<file path="config.mk">
export PLATFORM = sky130hd
export DESIGN_NAME = sram_looper
export DESIGN_NICKNAME = d
export VERILOG_FILES = /design/src/rtl/sram_looper.sv
export SDC_FILE = /design/constraint.sdc
export NUM_CORES = 1
export LEC_CHECK = 0
export BUFFER_PORTS_ARGS = -buffer_cell sky130_fd_sc_hd__buf_2
export CAP_MARGIN = 20
export CELL_PAD_IN_SITES_DETAIL_PLACEMENT = 2
export CELL_PAD_IN_SITES_GLOBAL_PLACEMENT = 2
export CORE_UTILIZATION = 41
export CTS_BUF_LIST = sky130_fd_sc_hd__clkbuf_8
export DETAILED_ROUTE_END_ITERATION = 16
export PLACE_DENSITY = 0.88
export REMOVE_ABC_BUFFERS = 1
export SLEW_MARGIN = 30
export SYNTH_ARGS = -nofsm -noshare
export SYNTH_HDL_FRONTEND = slang
export SYNTH_SLANG_ARGS = --single-unit
</file>
<file path="constraint.sdc">
create_clock -name i_AUD_BCLK -period 13.9 [get_ports i_AUD_BCLK]
set_input_delay 0.695 -clock i_AUD_BCLK [delete_from_list [all_inputs] [get_ports i_AUD_BCLK]]
set_output_delay 0.695 -clock i_AUD_BCLK [all_outputs]
set_load 0.005 [all_outputs]
</file>
<file path="src/rtl/sram_looper.sv">
// sram_looper: last effect stage. Records samples into a SRAM loop region or plays the loop back mixed with live audio.
// Build option LOOPER_OVERDUB_EN adds an overdub write-back (WB) step to play slots.
module sram_looper #(
    parameter logic [19:0] LOOP_BASE = 20'h80000,
    parameter logic [19:0] MAX_LEN   = 20'h7FFFF
) (
    input  logic        i_AUD_BCLK,
    input  logic        i_rst_n,
    input  logic        i_valid,
    input  logic [15:0] i_data,
    input  logic [2:0]  i_mode,
    input  logic [2:0]  i_level,
    input  logic        i_overdub,
    input  logic [15:0] i_sram_rdata,
    output logic [19:0] o_sram_addr,
    output logic        o_sram_we_n,
    output logic [15:0] o_sram_wdata,
    output logic [15:0] o_data,
    output logic        o_valid,
    output logic        o_record_finish
);

    localparam logic [2:0] MODE_REC  = 3'd3;
    localparam logic [2:0] MODE_PLAY = 3'd4;

`ifdef LOOPER_OVERDUB_EN
    typedef enum logic [2:0] {S_IDLE, S_ACCESS, S_SETTLE, S_WB, S_OUT} state_t;
`else
    typedef enum logic [2:0] {S_IDLE, S_ACCESS, S_SETTLE, S_OUT} state_t;
`endif

    state_t      r_state;
    logic [2:0]  r_mode;
    logic [2:0]  r_level;
    logic [15:0] r_live;
    logic        r_play;
    logic        r_finish_pend;
    logic [19:0] r_wr_ptr;
    logic [19:0] r_rd_ptr;
    logic [19:0] r_loop_len;
`ifdef LOOPER_OVERDUB_EN
    logic        r_od;
`else
    logic        w_unused;
    assign w_unused = i_overdub;
`endif

    // Pointer view as it stands once the record/leave-record transition is applied.
    logic [19:0] w_wr_base, w_wr_inc, w_len_eff, w_rd_eff, w_rd_next;
    assign w_wr_base = (r_mode == MODE_REC) ? r_wr_ptr : 20'd0;
    assign w_wr_inc  = w_wr_base + 20'd1;
    assign w_len_eff = (r_mode == MODE_REC) ? r_wr_ptr : r_loop_len;
    assign w_rd_eff  = (r_mode == MODE_REC) ? 20'd0 : r_rd_ptr;
    assign w_rd_next = (w_rd_eff == w_len_eff - 20'd1) ? 20'd0 : w_rd_eff + 20'd1;

    logic [3:0]         w_gain;
    logic signed [20:0] w_loop_ext, w_gain_ext, w_prod;
    logic signed [16:0] w_scaled, w_sum;
    logic [15:0]        w_mix;
    assign w_gain     = 4'd8 - {1'b0, r_level};
    assign w_loop_ext = {{5{i_sram_rdata[15]}}, i_sram_rdata};
    assign w_gain_ext = {17'd0, w_gain};
    assign w_prod     = w_loop_ext * w_gain_ext;
    assign w_scaled   = 17'(w_prod >>> 3);
    assign w_sum      = {r_live[15], r_live} + w_scaled;
    // A 17-bit result whose top two bits disagree no longer fits in 16 bits.
    assign w_mix      = (w_sum[16] != w_sum[15]) ? (w_sum[16] ? 16'h8000 : 16'h7FFF) : w_sum[15:0];

    always_ff @(posedge i_AUD_BCLK or negedge i_rst_n) begin
        if (!i_rst_n) begin
            r_state         <= S_IDLE;
            r_mode          <= 3'd0;
            r_level         <= 3'd0;
            r_live          <= 16'd0;
            r_play          <= 1'b0;
            r_finish_pend   <= 1'b0;
            r_wr_ptr        <= 20'd0;
            r_rd_ptr        <= 20'd0;
            r_loop_len      <= 20'd0;
`ifdef LOOPER_OVERDUB_EN
            r_od            <= 1'b0;
`endif
            o_sram_addr     <= 20'd0;
            o_sram_we_n     <= 1'b1;
            o_sram_wdata    <= 16'd0;
            o_data          <= 16'd0;
            o_valid         <= 1'b0;
            o_record_finish <= 1'b0;
        end else begin
            o_valid         <= 1'b0;
            o_record_finish <= 1'b0;
            case (r_state)
                S_IDLE: begin
                    if (i_valid) begin
                        r_live        <= i_data;
                        r_level       <= i_level;
                        r_mode        <= i_mode;
                        r_play        <= 1'b0;
                        r_finish_pend <= 1'b0;
`ifdef LOOPER_OVERDUB_EN
                        r_od          <= i_overdub;
`endif
                        r_state       <= S_ACCESS;
                        if (i_mode == MODE_REC) begin
                            if (r_mode != MODE_REC) begin
                                r_loop_len <= 20'd0;
                            end
                            if (w_wr_base < MAX_LEN) begin
                                o_sram_addr   <= LOOP_BASE + w_wr_base;
                                o_sram_we_n   <= 1'b0;
                                o_sram_wdata  <= i_data;
                                r_wr_ptr      <= w_wr_inc;
                                r_finish_pend <= (w_wr_inc == MAX_LEN);
                            end else begin
                                r_wr_ptr <= w_wr_base;
                            end
                        end else begin
                            if (r_mode == MODE_REC) begin
                                r_loop_len <= r_wr_ptr;
                                r_rd_ptr   <= 20'd0;
                            end
                            if (i_mode == MODE_PLAY && w_len_eff != 20'd0) begin
                                o_sram_addr <= LOOP_BASE + w_rd_eff;
                                r_play      <= 1'b1;
                                r_rd_ptr    <= w_rd_next;
                            end
                        end
                    end
                end
                S_ACCESS: begin
                    r_state <= S_SETTLE;
                end
                S_SETTLE: begin
                    o_sram_we_n     <= 1'b1;
                    o_sram_wdata    <= 16'd0;
                    o_data          <= r_play ? w_mix : r_live;
                    o_valid         <= 1'b1;
                    o_record_finish <= r_finish_pend;
                    r_state         <= S_OUT;
`ifdef LOOPER_OVERDUB_EN
                    // Overdub: write the mix back first; o_data only changes with o_valid.
                    if (r_play && r_od) begin
                        o_sram_we_n     <= 1'b0;
                        o_sram_wdata    <= w_mix;
                        o_data          <= o_data;
                        o_valid         <= 1'b0;
                        o_record_finish <= 1'b0;
                        r_state         <= S_WB;
                    end
`endif
                end
`ifdef LOOPER_OVERDUB_EN
                S_WB: begin
                    o_sram_we_n  <= 1'b1;
                    o_sram_wdata <= 16'd0;
                    o_data       <= o_sram_wdata;
                    o_valid      <= 1'b1;
                    r_state      <= S_OUT;
                end
`endif
                S_OUT: begin
                    o_sram_addr <= 20'd0;
                    r_state     <= S_IDLE;
                end
                default: begin
                    r_state <= S_IDLE;
                end
            endcase
        end
    end

endmodule

</file>
Word-level counts from Yosys, hierarchy flattened
Index checks and enable logic that the tools add are counted.

storage, ports and cells
  register bits = 142
  output and inout port bits = 55
  word-level logic and storage cells = 84

operators by class
  add/subtract/negate cells = 7
  $mul = 1
  order comparisons = 1
  equal/unequal tests = 16
  muxes and demuxes = 32
  bitwise logic cells = 1
  reduce and logical (&&, ||, !) cells = 11

operators by type and width
  cell                                                  number
  two-way mux 20 bit                                    12
  two-way mux 16 bit                                    6
  adder 20 x 1 -> 20 bit, second input constant         2
  adder 20 bit, first input constant                    2
  case mux 20 bit (2 select lines)                      1
  case mux 16 bit (2 select lines)                      1
  == test 20 x 19 -> 1 bit, second input constant       1
  == test 20 bit                                        1
  < comparator 20 x 19 -> 1 bit, second input constant  1
  multiplier 16 x 5 -> 20 bit                           1
  nonzero test 20 bit                                   1
  subtractor 20 x 1 -> 20 bit, second input constant    1
  adder 17 bit                                          1
  == test 3 x 2 -> 1 bit, second input constant         4
  two-way mux 1 bit                                     9
  case mux 3 bit (3 select lines)                       1
  AND reduction 3 bit                                   3
  AND reduction 4 bit                                   2
  inequality test 2 bit, second input constant          3
  inequality test 3 bit, second input constant          2
  nonzero test 2 bit                                    2
  subtractor 4 x 3 -> 4 bit, first input constant       1
  == test 3 x 1 -> 1 bit, second input constant         1
  == test 3 bit, second input constant                  1
  other kinds (9)                                       9

Logic depth before layout (Yosys ltp)
Gate-level depths: netlist (run 1).

  depth after elaboration = 8
  mapped depth = 31

Least setup slack after synthesis (run 1)
OpenSTA, ideal clock, no wires.

  path kind = reg-to-reg
  start = register r_level[0]
  end = register o_data[10]
  library setup time = 0.137 ns
  data arrival time = 6.486 ns
  required time = 13.763 ns
  path slack = 7.277 ns
  cell stages (with the launch flop) = 30
  path buffers = 3
  clock period less this slack = 6.623 ns
  path through = dfrtp_1 clkbuf_1 inv_1 ha_1 xnor2_1 clkbuf_1 and2_1 ha_1 inv_1 fa_1 fa_1 inv_1 ha_1 a21o_1 a21oi_1 o21bai_1 a21oi_1 o21ai_0 xor2_1 ha_1 a2111oi_0 o21ai_0 a41o_1 nand3_1 o21ai_0 o41ai_1 xor2_1 a21oi_1 clkbuf_1 a21oi_1

between the ends
  cells in the longest elaborated chain, start to end = 6
  elaborated cells on any way between the ends = 7
  classes of those cells = add/sub: 2; mul: 1; eq/ne: 1; mux: 3

RTL lines
  element                                                             RTL line  text
  from (decl)                                                         34        logic [2:0] r_level;
  from (signal assigned)                                              96        r_level <= i_level;
  subtractor 4 x 3 -> 4 bit (*)                                       60        assign w_gain = 4'd8 - {1'b0, r_level};
  multiplier 16 x 5 -> 20 bit (*)                                     63        assign w_prod = w_loop_ext * w_gain_ext;
  adder 17 bit (*)                                                    65        assign w_sum = {r_live[15], r_live} + w_scaled;
  two-way mux 16 bit / inequality test 1 bit (equally long branches)  67        assign w_mix = (w_sum[16] != w_sum[15]) ? (w_sum[16] ? 16'h8000 : 16'h7FFF) : w_sum[15:0];
  two-way mux 16 bit (*)                                              67
  two-way mux 16 bit (*)                                              136       o_data <= r_play ? w_mix : r_live;
  to (signal assigned)                                                136
  to (decl)                                                           18        output logic [15:0] o_data,

Mark *: on every way between the ends. The rest lies on a longest branch, timed or not.
A chain may end at the register's enable or synchronous reset.

Worst setup path in the final report (run 1)
  start = register r_level[0]
  end = register o_data[13]

The elaborated chain is that of the path after synthesis.

==> impl_metrics.yaml, run 1 <==
worst_hold_path:
  hp-class: "in2async"
setup_path:
  slowest_delay_ns: 0.81
  startpoint_type: "flip-flop"
  critical_path.slowest_cell: "dfrtp_1"
  r2r_cells: 28
  arrival_ns: 8.42
  rr_startpoint: "r_level[0]$_DFFE_PN0P_"
  path_max_fanout: 18
  cp-startpoint: "r_level[0]$_DFFE_PN0P_"
  required_ns: 14.24
  crit_type: "reg2reg"
  cp-end-kind: "flip-flop"
  cp_common_cell: "ha_1"
  reg2reg_slack_ns: 5.82
  regToRegEndpoint: "o_data[13]$_DFFE_PN0P_"
  crit_end: "o_data[13]$_DFFE_PN0P_"
clock_network:
  cts_num_sinks: 141
  clk_latency_ns: 0.50
  cts_tree: "done"
  htreeDepth: 4
  cts_setup_buffers: 0
  cts_root_buffer: "clkbuf_8"
  clkSlewWorstSetupHoldPaths_ns: 0.11
  ctsResizeCount: 0
  cts_buffers: 17
  hold_buffers: 0
  clk_path_buf_depth: 2
layout:
  final_cell_mix: "nand2_1 (207), dfrtp_1 (140), o21ai_0 (133)"
  drive_gt1_frac: 0.114
  area_growth_pct: 9.83
  multiInputGateArea_sq_mm: 0.00701
  diodes: 0
  fillers: 3059
  seq_area_sq_mm: 0.00353
  layout.nets: 1558
  layout_commonest_cell: "nand2_1"
global_route:
  grt_util_met1: 0.351
  grt_pass1_wl_um: 68100
  busiest_layer: "met2"
  use_met2: 0.571
  grt_pass1_vias: 12200
  grt_util_met3: 0.0336
  grt.total_usage: 0.310
  grt_max_degree: 91
  grt_overflow: 0
  antenna_found_initial: 0
drt:
  routedWlPerCell_um: 24.0
  viasPerCell: 6.12
  routed_wl_um: 42700
  drc: 0
  vias: 10900
  dr.pass1.iters: 5
  ant_nets: 0
  drt-initial-drc-count: 636
die:
  die_area_sq_mm: 0.0280
  die_y_um: 167
  die_w_um: 167
  start_util: 0.417
  core.rowCount: 60
  io_pins: 97
  coreArea_sq_mm: 0.0269
sta:
  hold_ws_ns: 0.289
  period_needed_ns: 8.08
  slew_viol_final: 0
  setup_viol: 0
  fmax_mhz: 124
  fin_tns_setup_ns: 0
  worstMarginPinSlew_ns: 0.935
  rsz0062_at_grt: "false"
  hold_violations: 0
  skew_ns: 0.0308
  fin_crit_sh: 0.581
  relSlewSlack: 0.376
yosys:
  synthCells: 1385
  yosysWarnings: 0
  synthDistinctLibCells: 66
  avgSynthCellArea_sq_um: 8.09
  async_flop_share: 1.00
  yosysSeqAreaShare: 0.315
  synth_top_cell_by_area: "dfrtp_1"
  synth_area_leaders: "dfrtp_1 (31%), nand2_1 (7.0%), ha_1 (6.8%)"
  yosysTopAreaCellShare: 0.313
  synth-seq-cells: 141
  netlist_area_sq_mm: 0.0112
  synth_edf_count: 0
  ys_dominant_reg_cell: "dfrtp_1"
run_status:
  status: "finished, final reports clean"
placement:
  gp_congestion: 0.831
  place_hpwl_um: 29500
  port_buffers: 95
flow_run:
  max_cap_viol_count: 0
==> area by class of cell <==
class | instances | share of cell area
clock buffer | 17 | 0.0190
inverter | 80 | 0.0244
clock inverter | 15 | 0.0154
sequential | 141 | 0.287
tap | 341 | 0.0347
timing repair buffer | 113 | 0.0501
multi-input combinational | 1069 | 0.569
==> per-stage QoR <==
stage	setup slack, ns	instances	area, sq um	utilization
after global placement	6.08	1744	11900	0.441
final	5.82	1776	12300	0.458
after detailed placement	5.94	1744	11900	0.441
after global routing	5.33	1776	12300	0.458
after floorplan	6.85	1290	10800	-
after CTS	5.92	1776	12300	0.457
==> worst min-delay path by stage <==
stage | to | startpoint | cells past startpoint
after floorplan | o_data[0]$_DFFE_PN0P_ | i_rst_n | 0
after global placement | o_sram_wdata[9]$_DFFE_PN0P_ | o_sram_wdata[9]$_DFFE_PN0P_ | 2
after detailed placement | o_sram_wdata[1]$_DFFE_PN0P_ | o_sram_wdata[1]$_DFFE_PN0P_ | 2
after CTS | o_valid$_DFF_PN0_ | i_rst_n | 1
after global routing | o_valid$_DFF_PN0_ | i_rst_n | 1
final | o_valid$_DFF_PN0_ | i_rst_n | 1
==> kinds of logic after synthesis <==
logic type      Yosys count  share of synthesized area
simple gates            524                      0.227
fa+ha+maj                94                      0.127
flops                   141                      0.315
compound gates          359                      0.193
mux                      20                     0.0188
buf+inv                 175                     0.0623
xor+xnor                 72                     0.0563
==> layer usage <==
metal  share of wire  vias to the layer above
li1                -                     4885
met1            0.40                     5587
met2            0.53                      276
met3           0.025                      125
met4           0.051                        0
met5               0                        -
==> critical path, delay by kind of cell, from the launching register on <==
kind,cells,cell delay [ns]
compound gates,12,3.36
xor+xnor,3,0.48
fa+ha+maj,6,2.34
buf+inv,5,0.65
flops,1,0.81
simple gates,2,0.30
==> synthesized netlist by cell type (28+ instances only) <==
| library cell | n |
|---|---|
| nand2_1 | 208 |
| dfrtp_1 | 140 |
| o21ai_0 | 134 |
| a21oi_1 | 83 |
| inv_1 | 80 |
| nor2_1 | 72 |
| clkbuf_1 | 71 |
| ha_1 | 61 |
| and2_1 | 53 |
| nand3_1 | 51 |
| a22oi_1 | 43 |
| xnor2_1 | 42 |
| fa_1 | 33 |
| xor2_1 | 30 |
| nand2b_1 | 28 |
==> registers in the layout (all words and copies together) (netlist names), 2 cells and up <==
name and flops:
o_sram_wdata 16, o_sram_addr 20, r_loop_len 20, r_rd_ptr 20, o_data 16, r_live 16, r_wr_ptr 20, r_mode 3
r_state 2, r_level 3
Power of run 1 is not shown: default switching activity piles up to over one toggle a cycle in this logic, so the estimate is an artifact.
==> run 2, diff against run 1 <==
CORE_UTILIZATION = 34   (was 41)
PLACE_DENSITY = 0.78   (was 0.88)
clock period = 6.8 ns   (was 13.9 ns; I/O delays follow)
==> run 2 against run 1 <==
Count of clock-buffer cells in the layout grew 1. Via count shrank 2.7%. Hold slack worse by 0.24 ns. Worst setup slack worse by 5.4 ns. Clock skew fell by 0.016 ns. Core utilization decreased by 7.0 points. First-iteration DRC count is 38% lower. Critical endpoint is now o_data[3]$_DFFE_PN0P_. Sequential cell count unchanged. Sequential share of layout area fell by 0.67 points.
==> impl_metrics.yaml, run 2 (synthesis results as in run 1) <==
run_status:
  status: "finished, final reports clean"
global_route:
  grt_pass1_vias: 11700
  antenna_found_initial: 0
  grt_max_degree: 74
  grt_overflow: 0
  grt_pass1_wl_um: 62700
  grt.total_usage: 0.236
layout:
  diodes: 0
  final_area_sq_mm: 0.0126
  drive_gt1_frac: 0.126
  area_growth_pct: 12.5
  final_cell_mix: "nand2_1 (207), dfrtp_1 (140), o21ai_0 (129)"
  layout_commonest_cell: "nand2_1"
  final_cells: 1892
  fillers: 3717
  layout.nets: 1573
sta:
  relSlewSlack: 0.375
  skew_ns: 0.0150
  worstMarginPinSlew_ns: 0.937
  hold_violations: 0
  fmax_mhz: 156
  fin_crit_sh: 0.941
  slew_viol_final: 0
  setup_viol: 0
  hold_ws_ns: 0.0452
  period_needed_ns: 6.40
clock_network:
  cts_tree: "done"
  clkSlewWorstSetupHoldPaths_ns: 0.09
  cts_num_sinks: 141
  clk_path_buf_depth: 2
  cts_root_buffer: "clkbuf_8"
  cts_buffers: 17
  htreeDepth: 4
  clk_latency_ns: 0.49
worst_hold_path:
  holdCritStartpoint: "i_level[2]"
  hp-class: "in2reg"
  hold_depth: 3
  holdPathEnd: "r_level[2]$_DFFE_PN0P_"
setup_path:
  crit_type: "reg2reg"
  regToRegEndpoint: "o_data[3]$_DFFE_PN0P_"
  required_ns: 7.23
  arrival_ns: 6.83
  reg2reg_slack_ns: 0.40
  cp-end-kind: "flip-flop"
  critical_path.slowest_cell: "fa_1"
  path_max_fanout: 16
  slowest_delay_ns: 0.56
  r2r_cells: 30
  startpoint_type: "flip-flop"
  rr_startpoint: "r_level[0]$_DFFE_PN0P_"
die:
  io_pins: 97
  die_area_sq_mm: 0.0337
  core.rowCount: 66
  die_y_um: 184
  start_util: 0.345
  die_w_um: 184
  coreArea_sq_mm: 0.0325
drt:
  viasPerCell: 5.59
  vias: 10600
  drc: 0
  ant_nets: 0
  routedWlPerCell_um: 20.4
  dr.pass1.iters: 5
  routed_wl_um: 38600
  drt-initial-drc-count: 394
placement:
  place_hpwl_um: 28200
  postPlaceCellArea_sq_mm: 0.0121
  port_buffers: 95
  gp_congestion: 0.836
  placed_cells: 1856
flow_run:
  max_cap_viol_count: 0
==> run 2: cell types whose count changed in the layout (fill, tap and decap cells not counted), moves of 4 or more <==
cell,change
inv_8,-5
bufinv_16,+4
o21ai_0,-4
buf_4,+11
o21ai_1,+4
clkinv_8,-6
==> run 2: per-stage QoR <==
step                      utilization  TNS [ns]  setup WS, ns
after CTS                       0.386         0       0.00100
after global routing            0.388  -0.00324      -0.00324
after detailed placement        0.372     -5.69        -0.396
after floorplan                     -     -3.19        -0.254
after global placement          0.372         0         0.139
final                           0.388         0         0.401
==> run 2: how the worst max path moves through the flow <==
| stage | start | to | slack (ns) |
|---|---|---|---|
| floorplan | r_level[0]$_DFFE_PN0P_ | o_data[13]$_DFFE_PN0P_ | -0.25 |
| global placement | r_level[0]$_DFFE_PN0P_ | o_data[4]$_DFFE_PN0P_ | 0.14 |
| detailed placement | r_level[0]$_DFFE_PN0P_ | o_data[4]$_DFFE_PN0P_ | -0.40 |
| CTS | r_level[0]$_DFFE_PN0P_ | o_data[3]$_DFFE_PN0P_ | 0.001 |
| global route | r_level[1]$_DFFE_PN0P_ | o_data[5]$_DFFE_PN0P_ | -0.003 |
| finish | r_level[0]$_DFFE_PN0P_ | o_data[3]$_DFFE_PN0P_ | 0.40 |
==> run 2: area by class of cell <==
cell class                 instances  area (sq um)  area share
multi-input combinational       1069          7030       0.558
clock buffer                      18           248      0.0197
timing repair buffer             128           743      0.0590
sequential                       141          3530       0.280
tap                              442           553      0.0439
inverter                          80           300      0.0238
clock inverter                    14           191      0.0152
==> run 2: critical path, delay by kind of cell (launching register included) <==
kind	cells	cell delay (ns)
simple gates	4	0.51
compound gates	11	2.08
xor+xnor	3	0.51
flops	1	0.36
fa+ha+maj	6	2.16
buf+inv	6	0.70
==> run 2: metal layers <==
layer,vias up,track usage,share of wire
met5,-,0,0
met4,0,0.0763,0.020
met3,44,0.0285,0.025
met2,168,0.444,0.53
met1,5441,0.275,0.43
li1,4923,-,-
==> run 2: what timing repair did <==
item	CTS	global route
endpoints found under the setup margin	16	16
gates resized for setup	2	12
buffers inserted	2	1
hold endpoints to repair	67	0
hold buffers	1	0
pin swaps	1	1
Power of run 2 is left out for the same reason.
